`src/rtl/csr_trap_sequencer.sv`:
```
// rtl/csr_trap_sequencer.sv - trap entry / mret sequencer sharing the CSR file read port and write channels
module csr_trap_sequencer #(
    parameter int CSR_W       = 3,
    parameter int BITS_W      = 64,
    parameter int IDX_MSTATUS = 0,
    parameter int IDX_MTVEC   = 1,
    parameter int IDX_MEPC    = 2,
    parameter int IDX_MCAUSE  = 3
) (
    input  logic              clk,
    input  logic              rst,
    input  logic              trap_valid,
    output logic              trap_ready,
    input  logic              trap_is_mret,
    input  logic [BITS_W-1:0] trap_pc,
    input  logic [BITS_W-1:0] trap_cause,
    input  logic              wb_csr_valid,
    output logic              wb_csr_ready,
    input  logic [CSR_W-1:0]  wb_csr_rd,
    input  logic [BITS_W-1:0] wb_csr_data,
    input  logic [CSR_W-1:0]  idu_csr_rs,
    output logic [BITS_W-1:0] idu_csr_rs_data,
    output logic [CSR_W-1:0]  csr_rs,
    input  logic [BITS_W-1:0] csr_rs_data,
    output logic              csr_wr_1,
    output logic [CSR_W-1:0]  csr_rd_1,
    output logic [BITS_W-1:0] csr_bus_w_1,
    output logic              csr_wr_2,
    output logic [CSR_W-1:0]  csr_rd_2,
    output logic [BITS_W-1:0] csr_bus_w_2,
    output logic              redirect_valid,
    output logic [BITS_W-1:0] redirect_pc,
    output logic              busy
);

    localparam logic [CSR_W-1:0]  I_MSTATUS = CSR_W'(IDX_MSTATUS);
    localparam logic [CSR_W-1:0]  I_MTVEC   = CSR_W'(IDX_MTVEC);
    localparam logic [CSR_W-1:0]  I_MEPC    = CSR_W'(IDX_MEPC);
    localparam logic [CSR_W-1:0]  I_MCAUSE  = CSR_W'(IDX_MCAUSE);
    localparam logic [BITS_W-1:0] ALIGN_M   = ~BITS_W'(3);

    typedef enum logic [2:0] {
        IDLE   = 3'd0,
        T_SAVE = 3'd1,
        T_VEC  = 3'd2,
        R_STAT = 3'd3,
        R_EPC  = 3'd4
    } state_t;

    state_t            state, state_n;
    logic [BITS_W-1:0] pc_q;
    logic [BITS_W-1:0] cause_q;
    logic [BITS_W-1:0] status_q;
    logic [BITS_W-1:0] trap_status;
    logic [BITS_W-1:0] mret_status;

    // Trap entry stacks MIE into MPIE; mret restores MIE from MPIE. MPP is forced to M in both.
    always_comb begin
        trap_status        = status_q;
        trap_status[7]     = status_q[3];
        trap_status[3]     = 1'b0;
        trap_status[12:11] = 2'b11;
        mret_status        = csr_rs_data;
        mret_status[3]     = csr_rs_data[7];
        mret_status[7]     = 1'b1;
        mret_status[12:11] = 2'b11;
    end

    always_ff @(posedge clk) begin
        if (rst) begin
            state    <= IDLE;
            pc_q     <= '0;
            cause_q  <= '0;
            status_q <= '0;
        end else begin
            state <= state_n;
            if (state == IDLE && trap_valid) begin
                pc_q    <= trap_pc;
                cause_q <= trap_cause;
            end
            if (state == T_SAVE) begin
                status_q <= csr_rs_data;
            end
        end
    end

    always_comb begin
        state_n         = state;
        trap_ready      = 1'b0;
        wb_csr_ready    = 1'b0;
        idu_csr_rs_data = '0;
        csr_rs          = '0;
        csr_wr_1        = 1'b0;
        csr_rd_1        = '0;
        csr_bus_w_1     = '0;
        csr_wr_2        = 1'b0;
        csr_rd_2        = '0;
        csr_bus_w_2     = '0;
        redirect_valid  = 1'b0;
        redirect_pc     = '0;
        busy            = 1'b1;
        case (state)
            IDLE: begin
                busy            = 1'b0;
                csr_rs          = idu_csr_rs;
                idu_csr_rs_data = csr_rs_data;
                if (trap_valid) begin
                    trap_ready = 1'b1;
                    state_n    = trap_is_mret ? R_STAT : T_SAVE;
                end else if (wb_csr_valid) begin
                    wb_csr_ready = 1'b1;
                    csr_wr_1     = 1'b1;
                    csr_rd_1     = wb_csr_rd;
                    csr_bus_w_1  = wb_csr_data;
                end
            end
            T_SAVE: begin
                csr_wr_1    = 1'b1;
                csr_rd_1    = I_MEPC;
                csr_bus_w_1 = pc_q & ALIGN_M;
                csr_wr_2    = 1'b1;
                csr_rd_2    = I_MCAUSE;
                csr_bus_w_2 = cause_q;
                csr_rs      = I_MSTATUS;
                state_n     = T_VEC;
            end
            T_VEC: begin
                csr_wr_1       = 1'b1;
                csr_rd_1       = I_MSTATUS;
                csr_bus_w_1    = trap_status;
                csr_rs         = I_MTVEC;
                redirect_valid = 1'b1;
                redirect_pc    = csr_rs_data & ALIGN_M;
                state_n        = IDLE;
            end
            R_STAT: begin
                csr_rs      = I_MSTATUS;
                csr_wr_1    = 1'b1;
                csr_rd_1    = I_MSTATUS;
                csr_bus_w_1 = mret_status;
                state_n     = R_EPC;
            end
            R_EPC: begin
                csr_rs         = I_MEPC;
                redirect_valid = 1'b1;
                redirect_pc    = csr_rs_data;
                state_n        = IDLE;
            end
            default: begin
                state_n = IDLE;
            end
        endcase
        // Nothing may leave the block during the reset cycle, whatever state it was in.
        if (rst) begin
            trap_ready     = 1'b0;
            wb_csr_ready   = 1'b0;
            csr_wr_1       = 1'b0;
            csr_rd_1       = '0;
            csr_bus_w_1    = '0;
            csr_wr_2       = 1'b0;
            csr_rd_2       = '0;
            csr_bus_w_2    = '0;
            redirect_valid = 1'b0;
            redirect_pc    = '0;
            busy           = 1'b0;
        end
    end

endmodule

```
`config.mk`:
```
export PLATFORM = sky130hd
export DESIGN_NAME = csr_trap_sequencer
export DESIGN_NICKNAME = d
export VERILOG_FILES = /design/src/rtl/csr_trap_sequencer.sv
export SDC_FILE = /design/constraint.sdc
export NUM_CORES = 1
export LEC_CHECK = 0
export ABC_AREA = 1
export CORE_ASPECT_RATIO = 1.25
export CORE_MARGIN = 5
export CORE_UTILIZATION = 25
export DETAILED_ROUTE_END_ITERATION = 7
export PLACE_DENSITY = 0.54
export SYNTH_ARGS = -nofsm -noshare
export SYNTH_HDL_FRONTEND = slang
export SYNTH_SLANG_ARGS = --single-unit
```
`constraint.sdc`:
```
create_clock -name clk -period 1.8 [get_ports clk]
set_input_delay 0.36 -clock clk [delete_from_list [all_inputs] [get_ports clk]]
set_output_delay 0.36 -clock clk [all_outputs]
set_load 0.05 [all_outputs]
```
==> metrics.yaml <==
maxCapViolCount: 0
whs_path_depth: 3
critPathTopFamily: "buffers and inverters"
wl_met1_um: 21800
reg2reg_from: "state[2]$_SDFFE_PP0P_"
hold_end: "state[0]$_SDFFE_PP0P_"
htreeDepth: 4
area_delta_synth_final_pct: 123
viasPerCell: 4.66
synth_area_per_cell_um2: 5.89
path_max_fanout: 14
relSlewSlack_pct: 41.1
coreArea_mm2: 0.0410
finalNonFillerCells: 2946
path_cells: "inv_4 -> nand2_4 -> nor2_4 -> buf_12 -> nand2_8 -> buf_16 -> nor2_2 -> buf_12"
pwr-share-comb_pct: 42.0
ir_drop_uv: 611
grt_pass1_wl_um: 82600
start_util_pct: 25.2
synth_warnings: 0
root_buffer: "clkbuf_16"
critical_path_class: "reg -> out"
portBuffers: 534
clkPwrFrac_pct: 26.5
syn_inst: 1757
clk_latency_ps: 470
dieArea_mm2: 0.0456
slowest_stage: "dfxtp_4"
fin_nets: 2638
path_depth: 8
slowest_delay_ps: 380
clockBufferDepth: 2
cp-start-kind: "register"
antenna_found_initial: 10
cp_data_arrival_time_ps: 2010
slew_viol_final: 0
grt_max_degree: 99
grt.overflow.total: 0
rsz0062_at_grt: "true"
skew_ps: 10.8
place_inst: 2855
crit_buf_inv: 4
synth-edff-count: 0
drc: 0
crit_top_cell: "buf_12"
cts_tree: "built"
period_minus_slack_ps: 2370
gp_congestion: 0.856
clk_pin_slew_ps: 70
fin_ws_ps: -571
total_power_w: 0.0153
p_seq_share_pct: 31.6
io_pins: 538
critPathCaptureType: "output port"
dieWidth_um: 192
yosysMostFrequentCell: "nor2_1"
reg2regPathDepth: 11
first_global_vias: 13600
r2r_end: "cause_q[13]$_SDFFE_PP0P_"
die_height_um: 237
violations: "negative setup slack"
wirelength_um: 57400
place_hpwl_um: 40300
synth-main-ff-cell: "dfxtp_1"
status: "finished with violations"
switchingPower_w: 0.00573
ant_nets: 0
powerDensity_mw_per_mm2: 660
reg2reg_slack_ps: -110
hold_buffers: 0
cts.sinks: 190
dr.pass1.iters: 5
swShare_pct: 37.6
worst_slew_pin_slew_ps: 883
synthesis.area_mm2: 0.0103
fin_util_pct: 56.3
synth_common_cells: "nor2_1 (645), nand2_1 (254), o21ai_0 (224), dfxtp_1 (190), inv_1 (137)"
p_int_w: 0.00952
synth_area_leader_cell: "dfxtp_1"
wl_met2_um: 28700
synth_top_area_share_pct: 36.8
yosysSeqAreaShare_pct: 36.8
n_fill_cell: 3739
grt_use_total_pct: 23.7
drt_iter0_drc: 613
required_ps: 1440
min-delay-start: "rst"
placementRows: 83
cts_buffers: 17
met3_length_um: 4710
setup_viol: 337
routed.top_layer: "met5"
yosysUniqueCellTypes: 20
p_leak_nw: 9.53
layout-drive-gt1-share_pct: 37.5
finalHoldViolCount: 0
fin_crit_sh_pct: 132
num_vias: 13700
hold_path_class: "in -> reg"
wire_per_inst_um: 19.5
yosys-top-cells-area: "dfxtp_1 (37%), nor2_1 (23%), o21ai_0 (11%), nand2_1 (9.2%), inv_1 (5.0%)"
whs_ps: 348
synth_fp_nets: 2024
ys_ff_latch: 190
synth-async-reset-ratio_pct: 0
clock.fmax_ghz: 0.422
## worst register-to-register path: cells and delay by family (launching register included)
kind | cells | cell delay [ps]
buf+inv | 7 | 1050
flops | 1 | 380
simple gates | 4 | 380
## worst max path at each step
stage	from	to	slack, ps
global route	state[2]$_SDFFE_PP0P_	csr_bus_w_2[15]	-660
floorplan	wb_csr_valid	csr_bus_w_1[0]	-240
detailed placement	csr_rs_data[60]	csr_bus_w_1[60]	-440
finish	state[2]$_SDFFE_PP0P_	csr_bus_w_2[15]	-570
global placement	csr_rs_data[60]	csr_bus_w_1[60]	-450
CTS	state[1]$_SDFFE_PP0P_	csr_bus_w_1[36]	-590
## cells by family after synthesis
kind of cell | after synthesis | share of synthesized area [%]
buf+inv | 277 | 11.6
simple gates | 978 | 36.6
flops | 190 | 36.8
other cells | 1 | 0.0362
compound gates | 311 | 15.0
## metrics by stage
stage,setup WS (ps),instance area [um2],setup TNS [ps]
5_1_grt,-664,23100,-165240
3_5_place_dp,-440,20500,-7520
3_3_place_gp,-452,20500,-4770
6_report,-571,23100,-134630
4_1_cts,-586,22200,-137940
2_1_floorplan,-240,11800,-5110
## placed cells by master, fill, tap and decap left out, types with 2 or more instances in the layout
cell type,synthesis,routed
a21oi_1,63,61
clkbuf_16,0,24
clkinv_4,0,3
bufinv_16,0,2
dfxtp_4,0,3
nor2_4,1,218
clkinvlp_4,0,4
diode_2,0,10
nor3b_4,0,2
nand2_1,254,191
o21ai_0,224,208
buf_4,8,139
inv_6,0,4
inv_8,0,3
nor3_1,3,2
nor2_1,645,345
buf_6,7,56
clkdlybuf4s50_1,0,261
nand2_4,0,19
dfxtp_1,190,187
inv_1,137,134
nand2_8,0,5
buf_8,0,15
o21ai_2,0,4
nand3_1,70,66
o21ai_1,24,35
nand2_2,1,41
buf_16,0,10
nand3_2,0,4
buf_2,59,2
buf_12,0,241
nor2_2,2,85
inv_4,0,4
## layer usage
metal  global-route usage (%)  vias to the layer above
li1                         -                     6693
met2                     40.8                      521
met3                     7.12                       97
met5                        0                        -
met4                     10.3                        2
met1                     26.9                     6410
## power by group through the flow
stage / Sequential [W] / Combinational (W) / Clock [W]
final: 0.00481 / 0.00640 / 0.00404
after floorplan: 0.00483 / 0.00296 / 0
after global placement: 0.00487 / 0.00553 / 0
after global routing: 0.00485 / 0.00675 / 0.00432
after detailed placement: 0.00489 / 0.00557 / 0
after CTS: 0.00479 / 0.00612 / 0.00418
## sequential cells by signal, indices dropped and copies added (netlist names)
signal	flops
cause_q	64
state	3
pc_q	62
status_q	61
## cell type report
cell class | count | area, um2 | area share [%]
timing repair buffer | 732 | 9830 | 42.5
sequential | 190 | 3810 | 16.5
clock inverter | 15 | 178 | 0.769
inverter | 139 | 536 | 2.32
multi-input combinational | 1291 | 7600 | 32.9
clock buffer | 17 | 425 | 1.84
tap | 552 | 691 | 2.99
antenna | 10 | 25.0 | 0.108
## timing repair
item | in CTS | in global routing
gates resized for setup | 163 | 178
cloned | 9 | 9
setup buffers | 18 | 15
setup endpoints to repair | 270 | 356
pin swaps | 9 | 40
Note: power is estimated with default switching activity, not from simulation.
